$ cat config.mk
export PLATFORM = sky130hd
export DESIGN_NAME = iob_rom_stream_reader
export DESIGN_NICKNAME = d
export VERILOG_FILES = /design/src/rtl/iob_rom_stream_reader.sv
export SDC_FILE = /design/constraint.sdc
export NUM_CORES = 1
export LEC_CHECK = 0
export CAP_MARGIN = 5
export CORE_MARGIN = 2
export CORE_UTILIZATION = 50
export CTS_CLUSTER_SIZE = 14
export DETAILED_ROUTE_END_ITERATION = 7
export PLACE_DENSITY_LB_ADDON = 0.1
export RECOVER_POWER = 100
export SYNTH_ARGS = -nofsm -noshare
export SYNTH_HDL_FRONTEND = slang
export SYNTH_SLANG_ARGS = --single-unit
export TNS_END_PERCENT = 20
$ cat constraint.sdc
create_clock -name clk_i -period 2.3 [get_ports clk_i]
set_clock_uncertainty 0.15 [all_clocks]
set_input_delay 0.23 -clock clk_i [delete_from_list [all_inputs] [get_ports clk_i]]
set_output_delay 0.23 -clock clk_i [all_outputs]
set_load 0.005 [all_outputs]
$ cat src/rtl/iob_rom_stream_reader.sv
// Burst reader for a 1-cycle-latency synchronous ROM port: turns (base, length)
// requests into a valid/ready stream through a 4-entry skid FIFO.
module iob_rom_stream_reader #(
    parameter int DATA_W = 8,
    parameter int ADDR_W = 4
) (
    input  logic              clk_i,
    input  logic              arst_i,
    input  logic              start_i,
    input  logic [ADDR_W-1:0] base_addr_i,
    input  logic [ADDR_W:0]   len_i,
    output logic              busy_o,
    output logic              done_o,
    output logic              rom_r_en_o,
    output logic [ADDR_W-1:0] rom_addr_o,
    input  logic [DATA_W-1:0] rom_r_data_i,
    output logic [DATA_W-1:0] data_o,
    output logic              valid_o,
    input  logic              ready_i,
    output logic              last_o
);

    localparam logic [ADDR_W-1:0] ADDR_ONE = {{(ADDR_W-1){1'b0}}, 1'b1};
    localparam logic [ADDR_W:0]   LEN_ONE  = {{ADDR_W{1'b0}}, 1'b1};
    localparam logic [ADDR_W:0]   LEN_ZERO = {(ADDR_W+1){1'b0}};

    typedef enum logic [1:0] {
        IDLE  = 2'd0,
        RUN   = 2'd1,
        DRAIN = 2'd2
    } state_t;

    state_t            state;
    logic [ADDR_W-1:0] next_addr;
    logic [ADDR_W:0]   issue_cnt;
    logic [ADDR_W:0]   out_cnt;
    logic              rd_pend;
    logic [DATA_W-1:0] fifo_mem [0:3];
    logic [1:0]        wr_ptr;
    logic [1:0]        rd_ptr;
    logic [2:0]        fifo_count;
    logic              push;
    logic              pop;
    logic              can_issue;

    // Words already buffered plus the one on the ROM bus bound new issues, so
    // at most four words are ever in flight and the FIFO cannot overflow.
    assign push      = rd_pend;
    assign pop       = valid_o && ready_i;
    assign can_issue = (issue_cnt != LEN_ZERO) && ((fifo_count + {2'b00, rd_pend}) <= 3'd2);
    assign valid_o   = (fifo_count != 3'd0);
    assign data_o    = fifo_mem[rd_ptr];
    assign last_o    = valid_o && (out_cnt == LEN_ONE);

    // Capture FIFO: push ROM data one cycle after each read, pop on handshake
    always_ff @(posedge clk_i or posedge arst_i) begin
        if (arst_i) begin
            for (int i = 0; i < 4; i++) begin
                fifo_mem[i] <= {DATA_W{1'b0}};
            end
            wr_ptr     <= 2'd0;
            rd_ptr     <= 2'd0;
            fifo_count <= 3'd0;
        end else begin
            if (push) begin
                fifo_mem[wr_ptr] <= rom_r_data_i;
                wr_ptr           <= wr_ptr + 2'd1;
            end
            if (pop) begin
                rd_ptr <= rd_ptr + 2'd1;
            end
            case ({push, pop})
                2'b10:   fifo_count <= fifo_count + 3'd1;
                2'b01:   fifo_count <= fifo_count - 3'd1;
                default: fifo_count <= fifo_count;
            endcase
        end
    end

    // Control FSM with registered ROM port and status outputs
    always_ff @(posedge clk_i or posedge arst_i) begin
        if (arst_i) begin
            state      <= IDLE;
            busy_o     <= 1'b0;
            done_o     <= 1'b0;
            rom_r_en_o <= 1'b0;
            rom_addr_o <= {ADDR_W{1'b0}};
            next_addr  <= {ADDR_W{1'b0}};
            issue_cnt  <= LEN_ZERO;
            out_cnt    <= LEN_ZERO;
            rd_pend    <= 1'b0;
        end else begin
            done_o  <= 1'b0;
            rd_pend <= rom_r_en_o;
            if (pop) begin
                out_cnt <= out_cnt - LEN_ONE;
            end
            case (state)
                IDLE: begin
                    rom_r_en_o <= 1'b0;
                    if (start_i) begin
                        if (len_i != LEN_ZERO) begin
                            // First read goes out on the accepting edge itself
                            state      <= RUN;
                            busy_o     <= 1'b1;
                            rom_r_en_o <= 1'b1;
                            rom_addr_o <= base_addr_i;
                            next_addr  <= base_addr_i + ADDR_ONE;
                            issue_cnt  <= len_i - LEN_ONE;
                            out_cnt    <= len_i;
                        end else begin
                            done_o <= 1'b1;
                        end
                    end
                end
                RUN: begin
                    if (can_issue) begin
                        rom_r_en_o <= 1'b1;
                        rom_addr_o <= next_addr;
                        next_addr  <= next_addr + ADDR_ONE;
                        issue_cnt  <= issue_cnt - LEN_ONE;
                    end else begin
                        rom_r_en_o <= 1'b0;
                    end
                    if (issue_cnt == LEN_ZERO) begin
                        state <= DRAIN;
                    end
                end
                DRAIN: begin
                    rom_r_en_o <= 1'b0;
                    if (pop && (out_cnt == LEN_ONE)) begin
                        state  <= IDLE;
                        busy_o <= 1'b0;
                        done_o <= 1'b1;
                    end
                end
                default: begin
                    state      <= IDLE;
                    busy_o     <= 1'b0;
                    rom_r_en_o <= 1'b0;
                end
            endcase
        end
    end

endmodule

==> metrics list, run 1 <==
- The run finished with clean final reports.
- Wire length per cell after detailed routing: about 15 um
- Startpoint of the lowest-slack register-to-register path: issue_cnt[1]
- In this run the clock root is driven by a sky130_fd_sc_hd__clkbuf_8.
* Area grow syn2layout: 24.4%
- In this run the worst path has a maximum fanout of 5.
- STA puts the critical path data required time at about 1.9 ns.
- Initial antenna violation count: 0
- Cell taking the most area after synthesis: sky130_fd_sc_hd__dfrtp_1
* Portion of the post-synthesis area used by sequential elements: about half
* Worst Reg-to-Reg Cells: 6
- After technology mapping, the gate count stands at 259.
* Area of the die: 0.00683 sq mm
- Based on the critical path, the design can be clocked at up to approximately 440 MHz.
- Vias in the first global route: about 2200
* End of the worst register-to-register path: next_addr[2]
- Max-cap violations in this run came to 0.
- The internal power of the cells totals roughly 3700 uW.
- Minimum setup slack among reg-to-reg paths: 0.11 ns
* Transition at the pin with the smallest max-transition slack: ~0.65 ns
- Relative slew slack: between 50% and 60%
* Switching pwr: 1940 uW
- After detailed routing, the number of remaining DRC violations is 0.
- 0 antenna diodes ended up in the layout.
- The die is around 83 um tall.
- Once layout is complete, the utilization of the core stands at between 60% and 70%.
- STA classifies the critical path startpoint as a register.
* Fraction of power spent switching nets: 34.3%
- Yosys warning total: 0
- The critical path starts at rd_ptr[1].
- Min-Delay Path Class: register to register
- Counting flops and latches in the post-synthesis netlist gives 63.
* Clock network power share: approximately 16%
* Clock buffer count from CTS: 9
- Detailed-routing iteration count for the pre-antenna-repair pass: 4
* Part of the total power dissipated in combinational logic: between 40% and 50%
* Cells on Worst Hold Path: 0
* Final worst slack: 0.0519 ns
* Leakage power summed over all cells: ~0.0017 uW
- Final hold viol count: 0
- Synth async-reset ratio: between 90% and 100%
- Summing every instance area after synthesis gives slightly above 0.003 sq mm.
* Syn nets: 292
- For hold timing, the worst endpoint is push.
- Global-route wire length before repair: between 10000 and 15000 um
- IO Port Bufs: 37
* Remaining antenna violation count: 0
- Data arrival at the endpoint of the critical path: 1.87 ns
* Clock insertion delay at the later pin of the skew report: 0.33 ns
- The congestion estimate from routability-driven global placement came to 0.847.
- For this run, the leading register cell type out of synthesis is sky130_fd_sc_hd__dfrtp_1.
- Worst min-delay path startpoint: rom_r_en_o
- Cells with a size suffix above 1 make up around 23% of the layout.
* Share of power burned in registers: 36.5%
- The first routing iteration left between 70 and 80 violations.
- Summed over all nets, the half-perimeter wirelength after detailed placement is between 4000 and 5000 um.
- The worst setup path is captured at a primary output.
- Period utilization: between 90% and 100%
- Largest vdd supply drop: a little over 700 uV
- At the end of the flow, the number of nets in the layout was 353.
* Number of primary I/O pins: 38
- CTS clk-pin slew, worst paths: 0.07 ns
- Standard cell core area: around 0.0060 sq mm
- The H-tree was split into 3 levels.
- The netlist uses between 40 and 50 different library cells.
- Pwr/cell area: about 1500 mW/mm^2
- After global routing the overflow that remains totals 0.
* Setup repair after global routing missed its margin: yes
- EDFF count, synth: 0
- By area the synthesized netlist is led by sky130_fd_sc_hd__dfrtp_1, sky130_fd_sc_hd__mux2_2, sky130_fd_sc_hd__mux4_2.
- # setup viols final: 0
- The longest clock path from root to sink contains 2 buffers.
* Wire length reported by the detailed router: ~6000 um
* Fin. max-slew vios: 0
- Post-synthesis area per instance: between 10 and 15 sq um
- Proportion of netlist area held by the largest area contributor: roughly 50%
* GRT Util Overall: approximately a fifth
* Via count: 2182
* Post-Place Worst Slack: -0.0138 ns
- Chip Width: a little over 80 um
- The initialized floorplan defines 28 standard-cell rows.
* CP Class: register to primary output
* Pin count of the biggest net entering global routing: 27
- CTS tree: built
- The clock period could shrink to 2.25 ns.
- Using the TritonRoute via totals, the vias-per-cell ratio works out to 5.46.
- Clock tree synthesis found a total of 63 sinks.
* Starting density of the core: 51.9%
-- timing repair --
item,CTS,global route
endpoints found under the hold margin,8,0
pin swaps,0,0
hold buffers,1,0
resized for setup,1,4
setup buffers,0,0
setup endpoints to repair,5,9
-- cell type report --
type	instances	area, sq um
fill	503	2110
sequential	63	1580
multi-input combinational	174	1420
timing repair buffer	57	505
clock buffer	12	145
tap	75	93.8
inverter	15	56.3
clock inverter	4	45.0
-- cells by family after synthesis --
kind of cell / count (synthesis) / synth area share (%)
XOR/XNOR: 11 / 3.12
AND/OR/NAND/NOR: 63 / 9.51
AO/OA/AOI/OAI: 41 / 8.54
adder cells (fa/ha/maj): 12 / 5.10
buffers and inverters: 22 / 2.96
flip-flops: 63 / 51.0
multiplexers: 47 / 19.8
-- sequential cells by signal, summed over array words and instances (netlist names), 3 cells and up --
| register | flops |
|---|---|
| fifo_count | 3 |
| fifo_mem | 32 |
| issue_cnt | 5 |
| next_addr | 4 |
| out_cnt | 5 |
| rom_addr_o | 4 |
-- worst max-delay path: stages (launching register included) --
cell and delay [ns]:
sky130_fd_sc_hd__dfrtp_2 0.43, sky130_fd_sc_hd__buf_4 0.16, sky130_fd_sc_hd__mux4_2 0.49, sky130_fd_sc_hd__clkdlybuf4s50_1 0.45
-- placed cells by master (no fill, tap or decap), types with 3 or more instances in the layout --
| master | synthesis | final |
|---|---|---|
| sky130_fd_sc_hd__dfrtp_1 | 63 | 61 |
| sky130_fd_sc_hd__mux2_2 | 32 | 32 |
| sky130_fd_sc_hd__nand2_1 | 27 | 27 |
| sky130_fd_sc_hd__clkdlybuf4s50_1 | 0 | 26 |
| sky130_fd_sc_hd__inv_1 | 14 | 15 |
| sky130_fd_sc_hd__o21ai_0 | 15 | 15 |
| sky130_fd_sc_hd__nor2_1 | 14 | 14 |
| sky130_fd_sc_hd__a21oi_1 | 12 | 13 |
| sky130_fd_sc_hd__ha_1 | 11 | 11 |
| sky130_fd_sc_hd__clkbuf_8 | 0 | 10 |
| sky130_fd_sc_hd__dlygate4sd3_1 | 0 | 10 |
| sky130_fd_sc_hd__buf_4 | 0 | 10 |
| sky130_fd_sc_hd__mux4_2 | 8 | 8 |
| sky130_fd_sc_hd__mux2i_1 | 7 | 7 |
| sky130_fd_sc_hd__clkbuf_1 | 5 | 7 |
| sky130_fd_sc_hd__xnor2_1 | 6 | 6 |
| sky130_fd_sc_hd__nor3_1 | 5 | 5 |
| sky130_fd_sc_hd__xor2_1 | 5 | 5 |
| sky130_fd_sc_hd__nand3_1 | 3 | 3 |
| sky130_fd_sc_hd__clkinv_2 | 0 | 3 |
| sky130_fd_sc_hd__clkbuf_2 | 0 | 3 |
-- routing by layer --
layer	vias up	wire length [um]	global-route usage, %
li1	1040	-	-
met1	1096	2770	25.7
met2	39	2990	34.4
met3	7	202	5.54
met4	0	74	6.39
met5	-	0	0
-- through the flow --
step / hold WS [ns] / area (sq um) / TNS [ns] / total power [uW] / cells
final: 0.292 / 3840 / 0 / 5650 / 400
after global routing: 0.294 / 3840 / -0.0319 / 6160 / 400
after CTS: 0.299 / 3880 / 0 / 5800 / 400
after detailed placement: 0.274 / 3670 / -0.0138 / 4840 / 383
after floorplan: 0.197 / 3090 / 0 / 3820 / 259
after global placement: 0.281 / 3670 / 0 / 4740 / 383
-- cell usage after synthesis, types with 2 or more instances --
library cell,number
sky130_fd_sc_hd__inv_1,14
sky130_fd_sc_hd__clkbuf_1,5
sky130_fd_sc_hd__mux4_2,8
sky130_fd_sc_hd__or3_1,2
sky130_fd_sc_hd__and2_1,2
sky130_fd_sc_hd__a21oi_1,12
sky130_fd_sc_hd__mux2_2,32
sky130_fd_sc_hd__mux2i_1,7
sky130_fd_sc_hd__xor2_1,5
sky130_fd_sc_hd__nor2_1,14
sky130_fd_sc_hd__a41oi_1,2
sky130_fd_sc_hd__dfrtp_1,63
sky130_fd_sc_hd__nand3_1,3
sky130_fd_sc_hd__ha_1,11
sky130_fd_sc_hd__nand2_1,27
sky130_fd_sc_hd__xnor2_1,6
sky130_fd_sc_hd__o22ai_1,2
sky130_fd_sc_hd__nor3_1,5
sky130_fd_sc_hd__o21ai_0,15
sky130_fd_sc_hd__nor2b_1,2
-- power groups by stage --
stage / combinational [uW] / clock, uW / sequential (uW)
final: 2660 / 924 / 2060
after global routing: 3010 / 1010 / 2130
after CTS: 2780 / 954 / 2060
after detailed placement: 2760 / 0 / 2070
after global placement: 2680 / 0 / 2060
after floorplan: 1880 / 0 / 1940
-- worst max-delay path by stage --
| stage | endpoint | slack [ns] | cells past startpoint |
|---|---|---|---|
| after floorplan | fifo_count[2] | 0.18 | 9 |
| after global placement | issue_cnt[2] | 0.07 | 7 |
| after detailed placement | issue_cnt[2] | -0.01 | 7 |
| after CTS | data_o[1] | 0.006 | 2 |
| after global routing | data_o[2] | -0.01 | 3 |
| final | data_o[2] | 0.05 | 3 |
Power figures use the tool's default switching activity.
==> run 2, diff against run 1 <==
--- a/config.mk
+++ b/config.mk
@@ -10,7 +10,7 @@
 export CORE_UTILIZATION = 50
 export CTS_CLUSTER_SIZE = 14
 export DETAILED_ROUTE_END_ITERATION = 7
-export PLACE_DENSITY_LB_ADDON = 0.1
+export PLACE_DENSITY = 0.69
 export RECOVER_POWER = 100
 export SYNTH_ARGS = -nofsm -noshare
 export SYNTH_HDL_FRONTEND = slang
==> metrics list, run 2 (synthesis results as in run 1) <==
- Outcome: completed (unchanged).
* MaxCap Viol Count: 0 (unchanged)
* Setup repair after global routing missed its margin: yes (unchanged)
* Most prevalent standard cell on the critical path: sky130_fd_sc_hd__ha_1
* Remaining antenna violation count: 0 (unchanged)
- The minimum clock period is 2.21 ns (was 2.25 ns).
- The switching power share of the total was 34.3% (about the same).
- Final RePlAce weighted congestion: 0.855 (was 0.847)
- The number of buffers inserted during clock tree synthesis was 9 (unchanged).
- The type of origin of the critical path was a register (unchanged).
* Vias in the first global route: 2130 (was 2182)
- The leakage power was 0.00167 uW (was 0.00168 uW).
* Count of H-tree levels built during CTS: 3 (unchanged)
- The count of endpoints failing hold in the final timing report came to 0 (unchanged).
- Reg with most FFs: fifo_mem (unchanged)
- Largest delay contributor family on the critical path: compound AO/OA/AOI/OAI gates (was buffers and inverters)
- Starting density of the core: 51.9% (unchanged)
- Min-Delay Path Class: register to register (unchanged)
- The most frequent standard cell in the layout excluding fill and tap cells was sky130_fd_sc_hd__dfrtp_1 (unchanged).
- Stage delay of the slowest cell on the critical path: 0.42 ns (was 0.49 ns)
- Pwr/cell area: 1500 mW/mm^2 (was 1470 mW/mm^2)
* Clock network power share: 16.2% (was 16.4%)
* Clock sinks: 63 (unchanged)
- Die height: 82.6 um (unchanged)
* Placed wire-length estimate after detailed placement: 4360 um (was 4440 um)
* Total Neg Setup Slack: 0 ns (unchanged)
- Commonest cells after routing, fill and taps aside: sky130_fd_sc_hd__dfrtp_1, sky130_fd_sc_hd__mux2_2, sky130_fd_sc_hd__clkdlybuf4s50_1 (was sky130_fd_sc_hd__dfrtp_1, sky130_fd_sc_hd__mux2_2, sky130_fd_sc_hd__nand2_1).
* Detailed-routing iteration count for the pre-antenna-repair pass: 4 (unchanged)
* Cell Int Power: 3790 uW (was 3710 uW)
* Area of the die: 0.00683 sq mm (unchanged)
- Part of the total power dissipated in combinational logic: 47.8% (was 47.1%)
- The end-of-flow core utilization was 64.7% (was 64.5%).
- The clock tree root driver cell is sky130_fd_sc_hd__clkbuf_8 (unchanged).
- Cells along the critical path: ha_1 -> ha_1 -> a21oi_1 -> a31oi_4 -> buf_4 -> inv_2 -> a31oi_1 -> o221a_2 (was buf_4 -> mux4_2 -> clkdlybuf4s50_1)
* Deepest clock path buffer count: 2 (unchanged)
- Critical Path End Type: register (was primary output)
- Initial antenna violation count: 0 (unchanged)
* Layout cell share with drive strength beyond 1: 24.3% (was 23.1%)
- Data required time of the worst path: 2.37 ns (was 1.92 ns)
- Share of power burned in registers: 36.0% (was 36.5%)
- Fmax: 452 MHz (was 445 MHz)
- The slew at the pin closest to its max-slew limit was 0.795 ns (was 0.648 ns).
- Global-route wire length before repair: 9960 um (was 10200 um)
- # setup viols final: 0 (unchanged)
- Layout net count: 354 (was 353)
- The clock latency of the later-clocked register in the worst-skew pair came to 0.33 ns (about the same).
- The detail-routed via count per cell was 5.37 (was 5.46).
* CTS clk-pin slew, worst paths: 0.07 ns (about the same)
* CP Class: register to register (was register to primary output)
- Worst path depth: 8 (was 3)
* Global-route congestion overflow total: 0 (unchanged)
- Via count: 2146 (was 2182)
- Period utilization: 96.1% (was 97.7%)
- The worst-path cell with the longest stage delay was sky130_fd_sc_hd__dfrtp_1 (was sky130_fd_sc_hd__mux4_2).
- Data arrival at the endpoint of the critical path: 2.28 ns (was 1.87 ns)
* Number of primary I/O pins: 38 (unchanged)
- The buffer and inverter count on the worst path is 2 (unchanged).
* Critical-path maximum fanout: 6 (was 5)
- Wire length per cell after detailed routing: 15.2 um (was 15.1 um)
- The count of unresolved DRC violations after routing is 0 (unchanged).
* # rows: 28 (unchanged)
* Pin count of the biggest net entering global routing: 25 (was 27)
- The net load switching power came to 1980 uW (was 1940 uW).
* Largest registers ranked by flip-flop count: fifo_mem (32), issue_cnt (5), out_cnt (5) (unchanged)
* Starting DRC count in detailed routing: 84 (was 72)
- The cell depth of the worst hold path was 0 (unchanged).
- The count of port buffers added during placement was 37 (unchanged).
- The final antenna diode count came to 0 (unchanged).
* GRT Util Overall: 19.9% (was 20.4%)
- The tightest slew margin relative to the limit was 46.9% (was 56.8%).
* CTS tree: built (unchanged)
- Largest vdd supply drop: 985 uV (was 714 uV)
- The routed wire length came to 6090 um (was 6040 um).
* Area grow syn2layout: 24.8% (was 24.4%)
- CTS hold repair buffers: 0 (was 1)
* Worst Reg-to-Reg Cells: 8 (was 6)
- The area inside the core boundary was 0.00596 sq mm (unchanged).
- The final max-slew violation count was 0 (unchanged).
- Flip-flop count of the largest register after layout: 32 (unchanged)
* Chip Width: 82.6 um (unchanged)
==> run 2: changes by cell type in the layout (fill, tap and decap cells not counted), sizes merged <==
cell and delta:
clkinv -1, buf +4, dlymetal6s2s -2, clkdlybuf4s50 +3
clkbuf -2, dlygate4sd3 -2
==> run 2: worst paths after layout <==
path,startpoint,end,slack (ns)
worst max-delay path,fifo_count[0],issue_cnt[3],0.09
worst min-delay path,rom_r_en_o,push,0.25
worst max register to register,fifo_count[0],issue_cnt[3],0.09
worst min register to register,rom_r_en_o,push,0.25
max in group asynchronous,arst_i,fifo_count[0],0.59
min in group asynchronous,arst_i,fifo_mem[9],0.34
==> run 2: final cells by class <==
cell class,instances,area [sq um]
Clock buffer,12,145
Clock inverter,3,43.8
Fill cell,490,2100
Inverter,15,56.3
Multi-Input combinational cell,174,1430
Sequential cell,63,1580
Tap cell,75,93.8
Timing Repair Buffer,58,510
==> run 2: stage by stage <==
| stage | hold slack (ns) | cells | total power [uW] | area (sq um) | setup WS [ns] |
|---|---|---|---|---|---|
| floorplan | 0.197 | 259 | 3820 | 3090 | 0.185 |
| global placement | 0.256 | 383 | 4730 | 3670 | 0.0603 |
| detailed placement | 0.259 | 383 | 4820 | 3670 | 0.0242 |
| CTS | 0.0875 | 398 | 5790 | 3860 | 0.00988 |
| global route | 0.266 | 400 | 6250 | 3860 | -0.0435 |
| finish | 0.251 | 400 | 5770 | 3860 | 0.0894 |
==> run 2: what timing repair did <==
item / CTS / global route
setup endpoints to repair: 7 / 6
gates resized for setup: 1 / 3
pin swaps: 0 / 2
buffers inserted: 0 / 2
==> run 2: worst reg2reg max path, stage by stage, from the launching register on <==
cell	delay (ns)
sky130_fd_sc_hd__dfrtp_1	0.42
sky130_fd_sc_hd__ha_1	0.22
sky130_fd_sc_hd__ha_1	0.27
sky130_fd_sc_hd__a21oi_1	0.25
sky130_fd_sc_hd__a31oi_4	0.16
sky130_fd_sc_hd__buf_4	0.17
sky130_fd_sc_hd__inv_2	0.10
sky130_fd_sc_hd__a31oi_1	0.10
sky130_fd_sc_hd__o221a_2	0.26
==> run 2: layer usage <==
layer | part of all wire, % | vias up | global-route usage (%)
met4 | 1.9 | 0 | 5.90
met2 | 50 | 40 | 33.7
met5 | 0 | - | 0
met3 | 3.7 | 9 | 6.96
li1 | - | 1045 | -
met1 | 44 | 1052 | 24.0
==> run 2: power groups by stage <==
stage | clock network [uW] | registers (uW) | logic (uW)
finish | 936 | 2080 | 2760
global route | 1020 | 2160 | 3070
CTS | 964 | 2080 | 2740
detailed placement | 0 | 2090 | 2730
global placement | 0 | 2070 | 2660
floorplan | 0 | 1940 | 1880
